`src/rtl/watchdog_pkg.sv`:
```
// Shared types and helpers for the multi-channel watchdog.
package watchdog_pkg;

  typedef enum logic [1:0] {
    DISABLED = 2'd0,
    RUNNING  = 2'd1,
    WARN     = 2'd2,
    TRIPPED  = 2'd3
  } wd_ch_state_e;

  typedef enum logic {
    IDLE  = 1'b0,
    PULSE = 1'b1
  } wd_pulse_state_e;

  function automatic int cnt_width(input int max_val);
    return $clog2(max_val + 1);
  endfunction

endpackage

```
`src/rtl/watchdog_multi_if.sv`:
```
// Control/status bundle between the watchdog and its supervisor.
interface watchdog_multi_if #(parameter int N_CH = 2);
  logic [N_CH-1:0] enable;
  logic [N_CH-1:0] heartbeat;
  logic [N_CH-1:0] clear;
  logic [N_CH-1:0] warning;
  logic [N_CH-1:0] triggered;
  logic [N_CH-1:0] early_kick;
  logic            force_reset;

  modport master (output enable, heartbeat, clear,
                  input  warning, triggered, early_kick, force_reset);
  modport slave  (input  enable, heartbeat, clear,
                  output warning, triggered, early_kick, force_reset);
endinterface

```
`src/rtl/watchdog_channel.sv`:
```
// One supervised heartbeat channel: edge detect, age counter, trip FSM.
// Windowed early-kick detection is built only with WATCHDOG_WINDOW_EN.
//
// state    | meaning
// DISABLED | channel off, counter held at 0
// RUNNING  | counting, below the warning threshold
// WARN     | counting, at or above the warning threshold
// TRIPPED  | timeout or early kick seen, frozen until clear
module watchdog_channel
  import watchdog_pkg::*;
#(
  parameter int TIMEOUT_CYCLES = 1000000,
  parameter int WARN_CYCLES    = 750000,
  parameter int WINDOW_MIN     = 1000
) (
  input  logic clk,
  input  logic rstn,
  input  logic enable,
  input  logic heartbeat,
  input  logic clear,
  output logic warning,
  output logic triggered,
  output logic early_kick
);
  localparam int CW = cnt_width(TIMEOUT_CYCLES);
  localparam logic [CW-1:0] TIMEOUT_VAL = CW'(TIMEOUT_CYCLES);
  localparam logic [CW-1:0] WARN_VAL    = CW'(WARN_CYCLES);

  if (WARN_CYCLES >= TIMEOUT_CYCLES) begin : g_bad_warn
    $fatal(1, "watchdog_channel: WARN_CYCLES must be below TIMEOUT_CYCLES");
  end
  if (WINDOW_MIN >= WARN_CYCLES) begin : g_bad_window
    $fatal(1, "watchdog_channel: WINDOW_MIN must be below WARN_CYCLES");
  end

  wd_ch_state_e   state_q, state_d;
  logic [CW-1:0]  cnt_q, cnt_d, cnt_inc;
  logic           hb_q;
  logic           kick;

  assign kick    = heartbeat & ~hb_q;
  assign cnt_inc = cnt_q + CW'(1);

`ifdef WATCHDOG_WINDOW_EN
  localparam logic [CW-1:0] WIN_VAL = CW'(WINDOW_MIN);
  logic first_q, first_d, early_q, early_d;
`endif

  always_comb begin
    state_d = state_q;
    cnt_d   = cnt_q;
`ifdef WATCHDOG_WINDOW_EN
    first_d = first_q;
    early_d = early_q;
`endif
    case (state_q)
      DISABLED: begin
        cnt_d = '0;
        if (enable) begin
          state_d = RUNNING;
`ifdef WATCHDOG_WINDOW_EN
          first_d = 1'b1;
`endif
        end
      end
      RUNNING, WARN: begin
        if (!enable) begin
          state_d = DISABLED;
          cnt_d   = '0;
        end else if (kick) begin
`ifdef WATCHDOG_WINDOW_EN
          // The first kick after (re)arming has no reference point, so it is exempt.
          if (state_q == RUNNING && !first_q && cnt_q < WIN_VAL) begin
            state_d = TRIPPED;
            early_d = 1'b1;
          end else begin
            state_d = RUNNING;
            cnt_d   = '0;
            first_d = 1'b0;
          end
`else
          state_d = RUNNING;
          cnt_d   = '0;
`endif
        end else if (cnt_inc == TIMEOUT_VAL) begin
          state_d = TRIPPED;
          cnt_d   = cnt_inc;
        end else begin
          cnt_d = cnt_inc;
          if (cnt_inc == WARN_VAL) state_d = WARN;
        end
      end
      TRIPPED: begin
        if (clear) begin
          state_d = enable ? RUNNING : DISABLED;
          cnt_d   = '0;
`ifdef WATCHDOG_WINDOW_EN
          early_d = 1'b0;
          first_d = 1'b1;
`endif
        end
      end
      default: begin
        state_d = DISABLED;
        cnt_d   = '0;
      end
    endcase
  end

  always_ff @(posedge clk) begin
    if (!rstn) begin
      state_q <= DISABLED;
      cnt_q   <= '0;
      hb_q    <= 1'b0;
    end else begin
      state_q <= state_d;
      cnt_q   <= cnt_d;
      hb_q    <= heartbeat;
    end
  end

`ifdef WATCHDOG_WINDOW_EN
  always_ff @(posedge clk) begin
    if (!rstn) begin
      first_q <= 1'b0;
      early_q <= 1'b0;
    end else begin
      first_q <= first_d;
      early_q <= early_d;
    end
  end
  assign early_kick = early_q;
`else
  assign early_kick = 1'b0;
`endif

  assign warning   = (state_q == WARN);
  assign triggered = (state_q == TRIPPED);

endmodule

```
`src/rtl/watchdog_multi.sv`:
```
// N_CH-channel watchdog with one shared fixed-length force_reset pulse.
// Optional windowed kick checking is enabled by defining WATCHDOG_WINDOW_EN.
//
// state | meaning
// IDLE  | waiting for a new channel trip
// PULSE | driving force_reset for RST_PULSE cycles
module watchdog_multi
  import watchdog_pkg::*;
#(
  parameter int N_CH           = 2,
  parameter int TIMEOUT_CYCLES = 1000000,
  parameter int WARN_CYCLES    = 750000,
  parameter int WINDOW_MIN     = 1000,
  parameter int RST_PULSE      = 16
) (
  input logic              clk,
  input logic              rstn,
  watchdog_multi_if.slave  bus
);
  localparam int PW = cnt_width(RST_PULSE);

  if (N_CH < 1 || N_CH > 8) begin : g_bad_nch
    $fatal(1, "watchdog_multi: N_CH must be within 1..8");
  end
  if (TIMEOUT_CYCLES < 4) begin : g_bad_timeout
    $fatal(1, "watchdog_multi: TIMEOUT_CYCLES must be at least 4");
  end
  if (RST_PULSE < 1) begin : g_bad_pulse
    $fatal(1, "watchdog_multi: RST_PULSE must be at least 1");
  end

  logic [N_CH-1:0] warn_v, trig_v, early_v, trig_q;

  for (genvar i = 0; i < N_CH; i++) begin : g_ch
    watchdog_channel #(
      .TIMEOUT_CYCLES (TIMEOUT_CYCLES),
      .WARN_CYCLES    (WARN_CYCLES),
      .WINDOW_MIN     (WINDOW_MIN)
    ) u_ch (
      .clk        (clk),
      .rstn       (rstn),
      .enable     (bus.enable[i]),
      .heartbeat  (bus.heartbeat[i]),
      .clear      (bus.clear[i]),
      .warning    (warn_v[i]),
      .triggered  (trig_v[i]),
      .early_kick (early_v[i])
    );
  end

  assign bus.warning    = warn_v;
  assign bus.triggered  = trig_v;
  assign bus.early_kick = early_v;

  wd_pulse_state_e pst_q, pst_d;
  logic [PW-1:0]   pcnt_q, pcnt_d;
  logic            trip_rise;

  // Per-channel edge so a second channel tripping later still counts as new.
  assign trip_rise = |(trig_v & ~trig_q);

  always_comb begin
    pst_d  = pst_q;
    pcnt_d = pcnt_q;
    case (pst_q)
      IDLE: begin
        if (trip_rise) begin
          pst_d  = PULSE;
          pcnt_d = PW'(RST_PULSE - 1);
        end
      end
      PULSE: begin
        if (pcnt_q == '0) pst_d = IDLE;
        else              pcnt_d = pcnt_q - PW'(1);
      end
      default: pst_d = IDLE;
    endcase
  end

  always_ff @(posedge clk) begin
    if (!rstn) begin
      pst_q  <= IDLE;
      pcnt_q <= '0;
      trig_q <= '0;
    end else begin
      pst_q  <= pst_d;
      pcnt_q <= pcnt_d;
      trig_q <= trig_v;
    end
  end

  assign bus.force_reset = (pst_q == PULSE);

endmodule

```
`src/flat_wrapper.sv`:
```
// flat-port wrapper written by rule: the top's interface ports become plain ports
module watchdog_multi_flat import watchdog_pkg::*;
#(
  parameter int N_CH           = 2,
  parameter int TIMEOUT_CYCLES = 1000000,
  parameter int WARN_CYCLES    = 750000,
  parameter int WINDOW_MIN     = 1000,
  parameter int RST_PULSE      = 16
)
  (clk, rstn, bus_enable, bus_heartbeat, bus_clear, bus_warning, bus_triggered, bus_early_kick, bus_force_reset);
  watchdog_multi_if #(.N_CH(N_CH)) bus_i ();
  input logic clk;
  input logic rstn;
  input wire logic [$bits(bus_i.enable)-1:0] bus_enable;
  input wire logic [$bits(bus_i.heartbeat)-1:0] bus_heartbeat;
  input wire logic [$bits(bus_i.clear)-1:0] bus_clear;
  output wire logic [$bits(bus_i.warning)-1:0] bus_warning;
  output wire logic [$bits(bus_i.triggered)-1:0] bus_triggered;
  output wire logic [$bits(bus_i.early_kick)-1:0] bus_early_kick;
  output wire logic [$bits(bus_i.force_reset)-1:0] bus_force_reset;
  assign bus_i.enable = bus_enable;
  assign bus_i.heartbeat = bus_heartbeat;
  assign bus_i.clear = bus_clear;
  assign bus_warning = bus_i.warning;
  assign bus_triggered = bus_i.triggered;
  assign bus_early_kick = bus_i.early_kick;
  assign bus_force_reset = bus_i.force_reset;
  watchdog_multi #(.N_CH(N_CH), .TIMEOUT_CYCLES(TIMEOUT_CYCLES), .WARN_CYCLES(WARN_CYCLES), .WINDOW_MIN(WINDOW_MIN), .RST_PULSE(RST_PULSE)) u_core (.clk(clk), .rstn(rstn), .bus(bus_i));
endmodule
```
`config.mk`:
```
export PLATFORM = sky130hd
export DESIGN_NAME = watchdog_multi_flat
export DESIGN_NICKNAME = d
export VERILOG_FILES = /design/src/rtl/watchdog_pkg.sv /design/src/rtl/watchdog_multi_if.sv /design/src/rtl/watchdog_channel.sv /design/src/rtl/watchdog_multi.sv /design/src/flat_wrapper.sv
export SDC_FILE = /design/constraint.sdc
export NUM_CORES = 1
export LEC_CHECK = 0
export CAP_MARGIN = 0
export CELL_PAD_IN_SITES_DETAIL_PLACEMENT = 0
export CELL_PAD_IN_SITES_GLOBAL_PLACEMENT = 1
export CORE_ASPECT_RATIO = 1.75
export CORE_MARGIN = 3
export CORE_UTILIZATION = 47
export CTS_BUF_LIST = sky130_fd_sc_hd__clkbuf_8
export DETAILED_ROUTE_END_ITERATION = 12
export PLACE_DENSITY = 0.92
export SYNTH_ARGS = -nofsm -noshare
export SYNTH_HDL_FRONTEND = slang
export SYNTH_SLANG_ARGS = --single-unit
```
`constraint.sdc`:
```
create_clock -name clk -period 3.6 [get_ports clk]
set_input_delay 0.36 -clock clk [delete_from_list [all_inputs] [get_ports clk]]
set_output_delay 0.36 -clock clk [all_outputs]
set_load 0.05 [all_outputs]
```
==> results.json <==
{
  "status": "finished clean",
  "avgSynthCellArea_sq_um": 7.33,
  "nNetsFinal": 507,
  "dominantRegCellSynth": "dfxtp_1",
  "dieArea_sq_um": 8910,
  "grt_max_degree": 51,
  "clock_skew_ns": 0.00912,
  "grt_antenna_before_repair": 0,
  "met2WireLength_microns": 5320,
  "coreArea_sq_um": 7390,
  "die_h_microns": 123,
  "fp.dieW_microns": 72.6,
  "p_leak_nw": 1.26,
  "path_max_fanout": 8,
  "vdd_ir_drop_max_mv": 0.188,
  "dp_hpwl_microns": 6880,
  "synthTopCellsByArea": "dfxtp_1, a21oi_1, nor2_1, o21ai_0, ha_1",
  "dp_cells": 566,
  "drt-total-wl_microns": 9570,
  "max-cap-violations": 0,
  "hold_violations": 0,
  "async_reset_ff_frac": 0,
  "cts.sinks": 54,
  "period_needed_ns": 2.97,
  "start_util": 0.494,
  "drt_iter0_markers": 279,
  "setup_tns_ns": 0,
  "grt_util_all_layers": 0.224,
  "antenna_cells": 0,
  "drt-pass1-iter-count": 5,
  "tritoncts": "built",
  "hold_class": "flop to flop",
  "synth.top_cell.area_share": 0.296,
  "crit_arrival_ns": 3.20,
  "clkTransAtPathRegs_ns": 0.10,
  "setup-violations-final": 0,
  "grt.overflow.total": 0,
  "ys_seq_area_frac": 0.296,
  "clk_latency_ns": 0.31,
  "maxSlewViolCount": 0,
  "detail-route-antenna-nets": 0,
  "post-cts-setup-buffer-count": 0,
  "io_pins": 15,
  "stdcell_count": 573,
  "cp.required_ns": 3.83,
  "root_buffer": "clkbuf_8",
  "tightest_slew_ns": 0.788,
  "synth_cells": 498,
  "synth-seq-cells": 54,
  "drive_gt1_frac": 0.0390,
  "yosys_warnings": 0,
  "wire_per_inst_microns": 16.7,
  "grt_setup_unrepaired": "false",
  "met1_length_microns": 3700,
  "setup.worst_path.end_class": "flop",
  "num-fill-cells": 741,
  "grt_pass1_vias": 3390,
  "synth_largest_area_cell": "dfxtp_1",
  "placement.io_buffers": 12,
  "fin_crit_sh": 0.825,
  "criticalPathCategory": "flop to flop",
  "num_vias": 3636,
  "synth_area_sq_um": 3650,
  "multiInputGateArea_sq_um": 2330,
  "synth_enable_flop_cells": 0,
  "maxUsedRoutingLayer": "met4",
  "holdBufCountCts": 0,
  "drc_errors": 0,
  "grt_first_pass_wirelength_microns": 15900,
  "synth_cell_types": 60,
  "p_per_area_nw_per_um2": 279,
  "htreeDepth": 2,
  "core.rowCount": 41,
  "via_per_inst": 6.35,
  "relSlewSlack": 0.473,
  "cts_resized": 0,
  "numCtsBuffers": 5,
  "clockBufferDepth": 2,
  "wl_met3_microns": 241,
  "cp-start-kind": "flop",
  "area_growth_pct": 5.10,
  "place.gp.congestion": 0.928,
  "max_freq_ghz": 0.337,
  "seqCellArea_sq_um": 1080
}
-- cells by family after synthesis --
group                      synth area share
buffers and inverters                0.0682
other                               0.00103
adders and majority gates            0.0411
AOI/OAI and AO/OA                     0.231
xor gates and xnor gates             0.0384
muxes                               0.00548
DFF                                   0.296
and+or+nand+nor                       0.319
-- metrics by stage --
step | instance area, sq um | util | hold slack (ns) | setup slack (ns) | power, mW
6_report | 3840 | 0.520 | 0.502 | 0.630 | 1.07
2_1_floorplan | 3660 | - | 0.452 | 0.930 | 0.710
5_1_grt | 3840 | 0.520 | 0.522 | 0.472 | 1.12
3_3_place_gp | 3760 | 0.509 | 0.475 | 0.736 | 0.745
4_1_cts | 3840 | 0.520 | 0.497 | 0.648 | 1.08
3_5_place_dp | 3760 | 0.509 | 0.483 | 0.680 | 0.748
-- synth_stat cells (12+ instances only) --
library cell	number
clkbuf_1	25
xnor2_1	13
a31oi_1	14
inv_1	18
nor4_1	14
nand2_1	35
nor3_1	14
dfxtp_1	54
nand3_1	22
nor2_1	56
o21ai_0	38
nand4_1	15
ha_1	12
a21oi_1	44
-- placed cells by master, fill, tap and decap left out, types with 13 or more instances in the layout --
| cell type | Yosys | final |
|---|---|---|
| nor2_1 | 56 | 56 |
| dfxtp_1 | 54 | 54 |
| a21oi_1 | 44 | 44 |
| o21ai_0 | 38 | 38 |
| nand2_1 | 35 | 35 |
| nand3_1 | 22 | 22 |
| inv_1 | 18 | 19 |
| nand4_1 | 15 | 15 |
| nor4_1 | 14 | 14 |
| a31oi_1 | 14 | 14 |
| nor3_1 | 14 | 14 |
| xnor2_1 | 13 | 13 |
-- sequential cells by signal, summed over array words and instances, names as in the netlist --
signal	flops
u_core.g_ch.u_ch.cnt_q	40
u_core.g_ch.u_ch.hb_q	2
u_core.trig_q	2
u_core.pcnt_q	5
u_core.g_ch.u_ch.state_q	4
u_core.bus.force_reset	1
-- report_power, final --
group | switching (mW) | total [mW] | internal [mW] | leakage (nW)
registers | 0.00598 | 0.610 | 0.604 | 0.436
clock network | 0.203 | 0.334 | 0.131 | 0.0414
logic | 0.0790 | 0.126 | 0.0467 | 0.785
total | 0.287 | 1.07 | 0.782 | 1.26
-- final timing paths --
check	slack (ns)	from	to	cells past startpoint
max	0.63	u_core.g_ch[0].u_ch.cnt_q[0]$_SDFFE_PN0P_	u_core.g_ch[0].u_ch.state_q[0]$_SDFFE_PN0P_	8
min	0.50	u_core.g_ch[1].u_ch.state_q[0]$_SDFFE_PN0P_	u_core.g_ch[1].u_ch.state_q[0]$_SDFFE_PN0P_	2
max reg2reg	0.63	u_core.g_ch[0].u_ch.cnt_q[0]$_SDFFE_PN0P_	u_core.g_ch[0].u_ch.state_q[0]$_SDFFE_PN0P_	8
min reg2reg	0.50	u_core.g_ch[1].u_ch.state_q[0]$_SDFFE_PN0P_	u_core.g_ch[1].u_ch.state_q[0]$_SDFFE_PN0P_	2
-- critical path, stage by stage (launching register included) --
cell	delay (ns)
dfxtp_1	0.44
ha_1	0.30
nand3_1	0.18
or4_1	0.64
xnor2_1	0.17
or4_1	0.47
o211a_1	0.25
o31a_1	0.24
a211oi_1	0.19
-- layer usage --
layer,vias to the layer above,GRT usage
met5,-,0
met4,0,0.100
met3,25,0.0254
met2,79,0.425
met1,1723,0.238
li1,1809,-
-- layout make-up --
cell class                 count  share of cell area
tap                           86              0.0280
inverter                      19              0.0186
sequential                    54               0.282
clock inverter                 2             0.00293
multi-input combinational    388               0.606
timing repair buffer          19              0.0450
clock buffer                   5              0.0179
Power figures use the tool's default switching activity.
